==> src/rtl/clk_dds_pkg.sv <==
// Shared types and constants for the DDS increment slewer.
// Holds the slew state encoding and the bounded step-toward-target helper.
package clk_dds_pkg;

  localparam int INC_W = 32;
  localparam logic [INC_W-1:0] DEFAULT_INCREMENT = 32'h33333333;

  typedef enum logic [1:0] {
    IDLE,
    STEP,
    DWELL,
    FAULT
  } slew_state_t;

  // Moves cur toward tgt by at most step; step == 0 means jump straight to tgt.
  // Clamping to tgt when the remaining gap is smaller makes overshoot and wrap impossible.
  function automatic logic [INC_W-1:0] step_toward(
    input logic [INC_W-1:0] cur,
    input logic [INC_W-1:0] tgt,
    input logic [INC_W-1:0] step
  );
    logic             up;
    logic [INC_W-1:0] gap;
    up  = (tgt > cur);
    gap = up ? (tgt - cur) : (cur - tgt);
    if ((step == '0) || (step >= gap)) begin
      return tgt;
    end
    return up ? (cur + step) : (cur - step);
  endfunction

endpackage

==> src/rtl/dds_dwell_timer.sv <==
// Loadable down-counter that times the dwell between increment steps.
// Load has priority over decrement; the count stops at zero.
module dds_dwell_timer #(
  parameter int DWELL_W = 16
) (
  input  logic               clk_ref,
  input  logic               reset_in,
  input  logic               load_i,
  input  logic [DWELL_W-1:0] load_val_i,
  input  logic               dec_i,
  output logic               zero_o
);

  logic [DWELL_W-1:0] cnt_q;
  logic [DWELL_W-1:0] cnt_d;

  always_comb begin
    cnt_d = cnt_q;
    if (load_i) begin
      cnt_d = load_val_i;
    end else if (dec_i && (cnt_q != '0)) begin
      cnt_d = cnt_q - {{(DWELL_W-1){1'b0}}, 1'b1};
    end
  end

  always_ff @(posedge clk_ref) begin
    if (reset_in) begin
      cnt_q <= '0;
    end else begin
      cnt_q <= cnt_d;
    end
  end

  assign zero_o = (cnt_q == '0);

endmodule

==> src/rtl/dds_increment_slewer.sv <==
// Ramps the DDS phase increment toward a programmed target in bounded, dwell-spaced steps.
// Define DDS_SLEW_LOCK_CHECK_EN to freeze the ramp and flag a sticky fault on MMCM lock loss.
module dds_increment_slewer
  import clk_dds_pkg::*;
#(
  parameter logic [31:0] INIT_INCREMENT = DEFAULT_INCREMENT,
  parameter int          DWELL_W        = 16
) (
  input  logic               clk_ref,
  input  logic               reset_in,
  input  logic               go,
  input  logic               abort,
  input  logic [INC_W-1:0]   target_inc,
  input  logic [INC_W-1:0]   step_size,
  input  logic [DWELL_W-1:0] dwell_cycles,
  input  logic               pll_locked,
  output logic [INC_W-1:0]   increment,
  output logic               busy,
  output logic               done,
  output logic               fault
);

  slew_state_t        state_q, state_d;
  logic [INC_W-1:0]   inc_q, inc_d;
  logic [INC_W-1:0]   target_q, target_d;
  logic [INC_W-1:0]   step_q, step_d;
  logic [DWELL_W-1:0] dwell_q, dwell_d;
  logic               done_q, done_d;
  logic [INC_W-1:0]   next_val;
  logic [DWELL_W-1:0] dwell_reload;
  logic               tmr_load;
  logic               tmr_dec;
  logic               tmr_zero;
  logic               unused_pll_locked;

`ifdef DDS_SLEW_LOCK_CHECK_EN
  logic fault_q, fault_d;
`endif

  assign unused_pll_locked = pll_locked;
  assign next_val = step_toward(inc_q, target_q, step_q);

  // The STEP edge itself is one cycle of the cadence, so the timer runs dwell-1
  // cycles; a zero dwell still yields a change every other cycle.
  assign dwell_reload = (dwell_q == '0) ? '0 : (dwell_q - {{(DWELL_W-1){1'b0}}, 1'b1});

  dds_dwell_timer #(
    .DWELL_W (DWELL_W)
  ) u_dwell_timer (
    .clk_ref    (clk_ref),
    .reset_in   (reset_in),
    .load_i     (tmr_load),
    .load_val_i (dwell_reload),
    .dec_i      (tmr_dec),
    .zero_o     (tmr_zero)
  );

  always_comb begin
    state_d  = state_q;
    inc_d    = inc_q;
    target_d = target_q;
    step_d   = step_q;
    dwell_d  = dwell_q;
    done_d   = 1'b0;
    tmr_load = 1'b0;
    tmr_dec  = 1'b0;
`ifdef DDS_SLEW_LOCK_CHECK_EN
    fault_d  = fault_q;
`endif
    if (abort) begin
      state_d = IDLE;
    end else if (go) begin
      target_d = target_inc;
      step_d   = step_size;
      dwell_d  = dwell_cycles;
      state_d  = STEP;
`ifdef DDS_SLEW_LOCK_CHECK_EN
      fault_d  = 1'b0;
    end else if (((state_q == STEP) || (state_q == DWELL)) && !pll_locked) begin
      state_d = FAULT;
      fault_d = 1'b1;
`endif
    end else begin
      case (state_q)
        STEP: begin
          inc_d = next_val;
          if (next_val == target_q) begin
            state_d = IDLE;
            done_d  = 1'b1;
          end else begin
            state_d  = DWELL;
            tmr_load = 1'b1;
          end
        end
        DWELL: begin
          if (tmr_zero) begin
            state_d = STEP;
          end else begin
            tmr_dec = 1'b1;
          end
        end
        default: begin
        end
      endcase
    end
  end

  always_ff @(posedge clk_ref) begin
    if (reset_in) begin
      state_q  <= IDLE;
      inc_q    <= INIT_INCREMENT;
      target_q <= INIT_INCREMENT;
      step_q   <= '0;
      dwell_q  <= '0;
      done_q   <= 1'b0;
    end else begin
      state_q  <= state_d;
      inc_q    <= inc_d;
      target_q <= target_d;
      step_q   <= step_d;
      dwell_q  <= dwell_d;
      done_q   <= done_d;
    end
  end

`ifdef DDS_SLEW_LOCK_CHECK_EN
  always_ff @(posedge clk_ref) begin
    if (reset_in) begin
      fault_q <= 1'b0;
    end else begin
      fault_q <= fault_d;
    end
  end
  assign fault = fault_q;
`else
  assign fault = 1'b0;
`endif

  assign increment = inc_q;
  // Busy covers the done cycle so the pulse is never seen while already idle.
  assign busy      = (state_q != IDLE) || done_q;
  assign done      = done_q;

endmodule
==> config.mk <==
export PLATFORM = sky130hd
export DESIGN_NAME = dds_increment_slewer
export DESIGN_NICKNAME = d
export VERILOG_FILES = /design/src/rtl/clk_dds_pkg.sv /design/src/rtl/dds_dwell_timer.sv /design/src/rtl/dds_increment_slewer.sv
export SDC_FILE = /design/constraint.sdc
export NUM_CORES = 1
export LEC_CHECK = 0
export CORE_AREA = 2 2 144 146
export CTS_BUF_LIST = sky130_fd_sc_hd__clkbuf_2
export DETAILED_ROUTE_END_ITERATION = 16
export DIE_AREA = 0 0 146 148
export PLACE_DENSITY = 0.89
export SYNTH_ARGS = -nofsm -noshare
export SYNTH_HDL_FRONTEND = slang
export SYNTH_SLANG_ARGS = --single-unit
==> constraint.sdc <==
create_clock -name clk_ref -period 17.25 [get_ports clk_ref]
set_input_delay 5.175 -clock clk_ref [delete_from_list [all_inputs] [get_ports clk_ref]]
set_output_delay 5.175 -clock clk_ref [all_outputs]
set_load 0.01 [all_outputs]
==> results.txt, run 1 <==
Status = finished, final reports clean
Share of post-route cells with drive strength above 1 = 0.04383
Num CTS Buffers = 17
Slowest CP cell = o21ai_2
Max clock buf depth = 2
Nets = 2052
Clock skew = 47.76 ps
Critical path launch point type = flip-flop
Final hold violations = 0
CP cell instances = inv_1 -> ha_1 -> a21oi_1 -> o21ai_0 -> a221oi_1 -> o221ai_1 -> o21ai_2 -> buf_4 -> nor2_1 -> xnor2_1 -> ha_1 -> a21oi_1 -> o21a_2 -> o21ai_1 -> a221oi_1 -> nand3_1 -> a2111oi_0 -> nand3_1 -> or4_1 -> or4_4 -> nand2_1 -> or2_0 -> o32ai_1
Post-synth EDFFs = 0
Die H = 148 um
CTS Hold Bufs = 0
Vias per cell = 6.412
Initial core utilization = 0.6522
Max incr delay on CP = 790 ps
Async SR Flop Fraction = 0
Antenna violations before repair = 1
# IOs = 120
Post-CTS Setup Bufs = 0
# setup viols final = 0
Distinct cells, synth = 89
Synthesized cell area = 0.01307 mm2
Total power = 1.433 mW
Worst-Skew Late Latency = 750 ps
WL final = 40.71 mm
Crit path time final = 8480 ps
Total power density per cell area = 98.76 mW/mm2
Wire length of the first global-routing pass = 65.12 mm
Row count = 52
Most frequent cells in the layout = nand2_1 (240), a21oi_1 (202), nor2_1 (155)
Worst-path clk slew = 230 ps
Total number of yosys warnings = 0
Leading area contributor after synthesis = dfxtp_1
Buf+Inv Stages, Crit Path = 2
Post-synthesis sequential area ratio = 0.2007
Fill cells = 1698
Yosys top cell area share = 0.2007
Multi-input gate area = 0.009689 mm2
Fmax achieved = 117.9 MHz
Drt wl/cell = 19.21 um
Clock sink count = 131
Leading cell type in the layout, fill and taps excluded = nand2_1
Critical path class = reg -> reg
I/O Buffers = 117
Required time of the critical path = 17850 ps
Max Cap Viol = 0
Core Region = 0.02004 mm2
Largest net degree at the start of global routing = 70
HP Class = reg -> reg
Vias = 13586
Seq. cell area = 0.002623 mm2
Placed wire-length estimate = 31.41 mm
Total gr overflow = 0
Level count of the clock H-tree = 4
Post-Syn Nets = 2014
Resized Gates After CTS = 0
CTS tree = built
Primary FF master, synth = dfxtp_1
Worst slew pin tran = 937.8 ps
Crit path max fanout = 24
Overall Global Routing Usage = 0.3734
Area grow syn2layout = 10.99%
Gpl congestion = 1.014
Worst path arrival time = 9080 ps
Leakage = 6.200 nW
Die area = 0.02161 mm2
Die Wd = 146 um
Worst setup EP type = flip-flop
Cell family with most CP delay = compound AO/OA/AOI/OAI gates
R2r setup slk = 8770 ps
Drt first-iter violations = 1613
Residual DRC count = 0
Relative slew margins = 0.3735
Mean area per synthesized cell = 7.273 um2
Top post-synthesis cells by area = dfxtp_1 (20%), ha_1 (12%), a21oi_1 (7.7%), nand2_1 (6.9%), xnor2_1 (4.8%)
Setup_tns = 0 ps
Cell count after synthesis = 1797
Max-slew violation count = 0
Fin crit share = 0.4916
Root Buffer = clkbuf_2
RSZ-0062 raised after global routing = false
Yosys reg bits = 131
Detail Route Antenna Nets = 0
1st-pass router iterations = 8
Peak VDD IR = 0.06096 mV
Vias in the first global route = 12571
-- sequential cells by signal, indices dropped and copies added (netlist names) --
signal / flops
dwell_q: 16
state_q: 2
step_q: 32
u_dwell_timer.cnt_q: 16
target_q: 32
done: 1
increment: 32
-- worst min-delay path: cells and delay by family, from the launching register on --
| family | cells | cell delay [ps] |
|---|---|---|
| and+or+nand+nor | 1 | 60 |
| AOI/OAI and AO/OA | 1 | 60 |
| DFF | 1 | 380 |
-- layout make-up --
| class | count | area share |
|---|---|---|
| antenna | 1 | 0.0001725 |
| clock buffer | 17 | 0.005866 |
| clock inverter | 15 | 0.01234 |
| inverter | 94 | 0.02432 |
| multi-input combinational | 1465 | 0.6680 |
| sequential | 131 | 0.1808 |
| tap | 270 | 0.02329 |
| timing repair buffer | 126 | 0.08522 |
-- report_power, final --
part / leakage (nW) / total [mW] / switching [mW] / internal [mW]
Clock: 0.161 / 0.218 / 0.135 / 0.0827
Combinational: 4.97 / 0.879 / 0.531 / 0.348
Sequential: 1.07 / 0.336 / 0.0201 / 0.316
-- cells in the mapped netlist (all sizes together) (47+ instances only) --
| master | n |
|---|---|
| clkbuf | 79 |
| dfxtp | 131 |
| a21o | 57 |
| xor2 | 53 |
| a211oi | 47 |
| nor2 | 155 |
| nand2 | 240 |
| xnor2 | 73 |
| inv | 94 |
| ha | 129 |
| a21oi | 206 |
| o21ai | 79 |
-- through the flow --
stage / cells / area, um2 / worst slack [ps] / util / hold WS [ps]
2_1_floorplan: 1797 / 13070 / 10160 / - / 449.6
3_5_place_dp: 2086 / 14240 / 9044 / 0.7105 / 479.3
6_report: 2119 / 14510 / 8770 / 0.7238 / 502.3
3_3_place_gp: 2086 / 14240 / 9205 / 0.7105 / 467.1
4_1_cts: 2118 / 14500 / 8991 / 0.7237 / 504.2
5_1_grt: 2119 / 14510 / 8368 / 0.7238 / 528.4
-- worst paths after layout --
kind / start / to / cells after the start
setup / recovery: increment[23] / u_dwell_timer.cnt_q[8] / 23
hold reg to reg: dwell_q[9] / dwell_q[9] / 2
setup reg to reg: increment[23] / u_dwell_timer.cnt_q[8] / 23
hold / removal: dwell_q[9] / dwell_q[9] / 2
-- kinds of logic (layout without fill, tap and decap cells) --
| kind of cell | count (synthesis) | count (layout) | synth area share |
|---|---|---|---|
| buffers and inverters | 201 | 252 | 0.06041 |
| XOR/XNOR | 130 | 130 | 0.09249 |
| adder cells (fa/ha/maj) | 132 | 132 | 0.1281 |
| AND/OR/NAND/NOR | 619 | 619 | 0.2203 |
| other | 1 | 2 | 0.0002869 |
| multiplexers | 14 | 14 | 0.01091 |
| flip-flops | 131 | 131 | 0.2007 |
| AO/OA/AOI/OAI | 569 | 569 | 0.2868 |
-- metal layers --
layer	track usage	wire, um
met1	0.5125	17340
met2	0.5993	17970
met3	0.06975	4228
met4	0.1121	1163
met5	0	0
Power figures use the tool's default switching activity.
==> inputs of run 2 (changes only) <==
CORE_AREA = 2 2 150 152   (was 2 2 144 146)
DIE_AREA = 0 0 152 154   (was 0 0 146 148)
PLACE_DENSITY = 0.83   (was 0.89)
clock period = 8.8 ns   (was 17.25 ns; I/O delays follow)
==> run 2 against run 1 <==
Against the previous run: clock skew grew 32 ps; setup slack got worse by 7800 ps; total power is 96% higher; sequential share of layout area hardly changed; final area grew 0.20%; die area rose by 8.3%; critical path type unchanged; critical endpoint is now u_dwell_timer.cnt_q[1]; largest power group unchanged.
==> results.txt, run 2 (synthesis results as in run 1) <==
WHS Endpoint = dwell_q[1]
Hold path depth = 2
Seq. cell area = 0.002623 mm2
Max-slew violation count = 0
Total power density per cell area = 192.9 mW/mm2
1st-pass router iterations = 8
Required time of the critical path = 9400 ps
Die Wd = 152 um
Vias = 13445
Hold WS = 506.9 ps
RSZ-0062 raised after global routing = false
I/O Buffers = 117
Clock skew = 80.04 ps
# setup viols final = 0
WL final = 41.32 mm
Status = finished, final reports clean
Critical Path Start = increment[4]
Residual DRC count = 0
Share of post-route cells with drive strength above 1 = 0.04695
Vias per cell = 6.300
Clock sink count = 131
Crit path time final = 7830 ps
Worst path arrival time = 8430 ps
# IOs = 120
Fmax achieved = 127.7 MHz
Leading cell type in the layout, fill and taps excluded = nand2_1
Max Cap Viol = 0
Fill cells = 2009
Post-CTS Setup Bufs = 0
Placed wire-length estimate = 31.81 mm
Row count = 54
Start point of the worst hold path = dwell_q[1]
Antenna violations before repair = 1
Wire length of the first global-routing pass = 65.61 mm
Fin crit share = 0.8898
R2r setup slk = 970 ps
Critical path class = reg -> reg
Initial core utilization = 0.6026
Area grow syn2layout = 11.21%
Detail Route Antenna Nets = 0
CTS tree = built
Worst setup EP type = flip-flop
Max clock buf depth = 2
Die area = 0.02341 mm2
Nets = 2057
Num CTS Buffers = 17
Worst-path clk slew = 290 ps
Relative slew margins = 0.2798
Worst-Skew Late Latency = 790 ps
Largest net degree at the start of global routing = 99
Reg-to-reg critical path startpoint = increment[4]
R2R cell count = 24
Drt first-iter violations = 1232
Vias in the first global route = 12515
HP Class = reg -> reg
Multi-input gate area = 0.009689 mm2
Gpl congestion = 1.014
Post-layout util = 0.6701
Final hold violations = 0
Level count of the clock H-tree = 4
Die H = 154 um
Crit path max fanout = 37
Leakage = 6.216 nW
Most frequent cells in the layout = nand2_1 (240), a21oi_1 (202), nor2_1 (155)
Resized Gates After CTS = 0
Drt wl/cell = 19.36 um
FF-to-FF End = u_dwell_timer.cnt_q[1]
Critical path launch point type = flip-flop
Overall Global Routing Usage = 0.3447
Worst slew pin tran = 1080 ps
Setup_tns = 0 ps
CTS Hold Bufs = 0
Peak VDD IR = 0.1053 mV
Root Buffer = clkbuf_2
Core Region = 0.02169 mm2
Total gr overflow = 0
run 2: changes by cell type in the layout (fill, tap and decap cells not counted):
cell,delta
inv_8,+6
buf_4,+5
clkinv_4,-4
bufinv_16,-3
clkinv_2,-2
clkinv_8,+2
inv_6,+2
clkinv_1,-1
run 2: how the worst max path moves through the flow:
| stage | end | slack [ps] | cells after the start |
|---|---|---|---|
| 2_1_floorplan | u_dwell_timer.cnt_q[6] | 1710 | 28 |
| 3_3_place_gp | u_dwell_timer.cnt_q[8] | 1300 | 21 |
| 3_5_place_dp | u_dwell_timer.cnt_q[8] | 1200 | 24 |
| 4_1_cts | u_dwell_timer.cnt_q[1] | 1120 | 23 |
| 5_1_grt | u_dwell_timer.cnt_q[7] | 620 | 24 |
| 6_report | u_dwell_timer.cnt_q[1] | 970 | 24 |
run 2: metal layers:
metal / up-vias / GRT usage / routed length (um)
li1: 6530 / - / -
met1: 6291 / 0.4797 / 18760
met2: 547 / 0.5423 / 17830
met3: 77 / 0.06398 / 3444
met4: 0 / 0.1064 / 1283
met5: - / 0 / 0
run 2: layout make-up:
type	instances	share of cell area
Antenna cell	1	0.0001722
Clock buffer	17	0.005854
Clock inverter	15	0.01085
Inverter	94	0.02428
Multi-Input combinational cell	1465	0.6667
Sequential cell	131	0.1804
Tap cell	280	0.02410
Timing Repair Buffer	131	0.08764
run 2: through the flow:
stage	power (mW)	worst slack (ps)	instances	cell area [um2]
2_1_floorplan	1.931	1709	1797	13070
3_3_place_gp	2.328	1298	2101	14290
3_5_place_dp	2.350	1204	2101	14290
4_1_cts	2.764	1125	2133	14530
5_1_grt	2.992	617.9	2134	14530
6_report	2.803	969.5	2134	14530
run 2: worst max-delay path, stage by stage (launching register included):
cell      delay (ps)
dfxtp_1          510
inv_1             70
ha_1             500
nand2_1          190
o311ai_1         370
a211oi_1         120
a211oi_1         180
buf_4            190
o21a_2           660
buf_4            390
o41ai_1          140
xor2_1           200
ha_1             560
nand2_1          130
nor3_1           790
nor4b_1          120
nand2_1          100
o311ai_0         120
a311oi_1         230
nand4_1          160
or4_1            550
or4_4            560
nand2_1          250
or2_0            390
o22ai_1          130
run 2: power by group:
part / switching, mW / internal (mW)
combinational: 1.05 / 0.685
sequential: 0.0401 / 0.619
clock: 0.313 / 0.0970
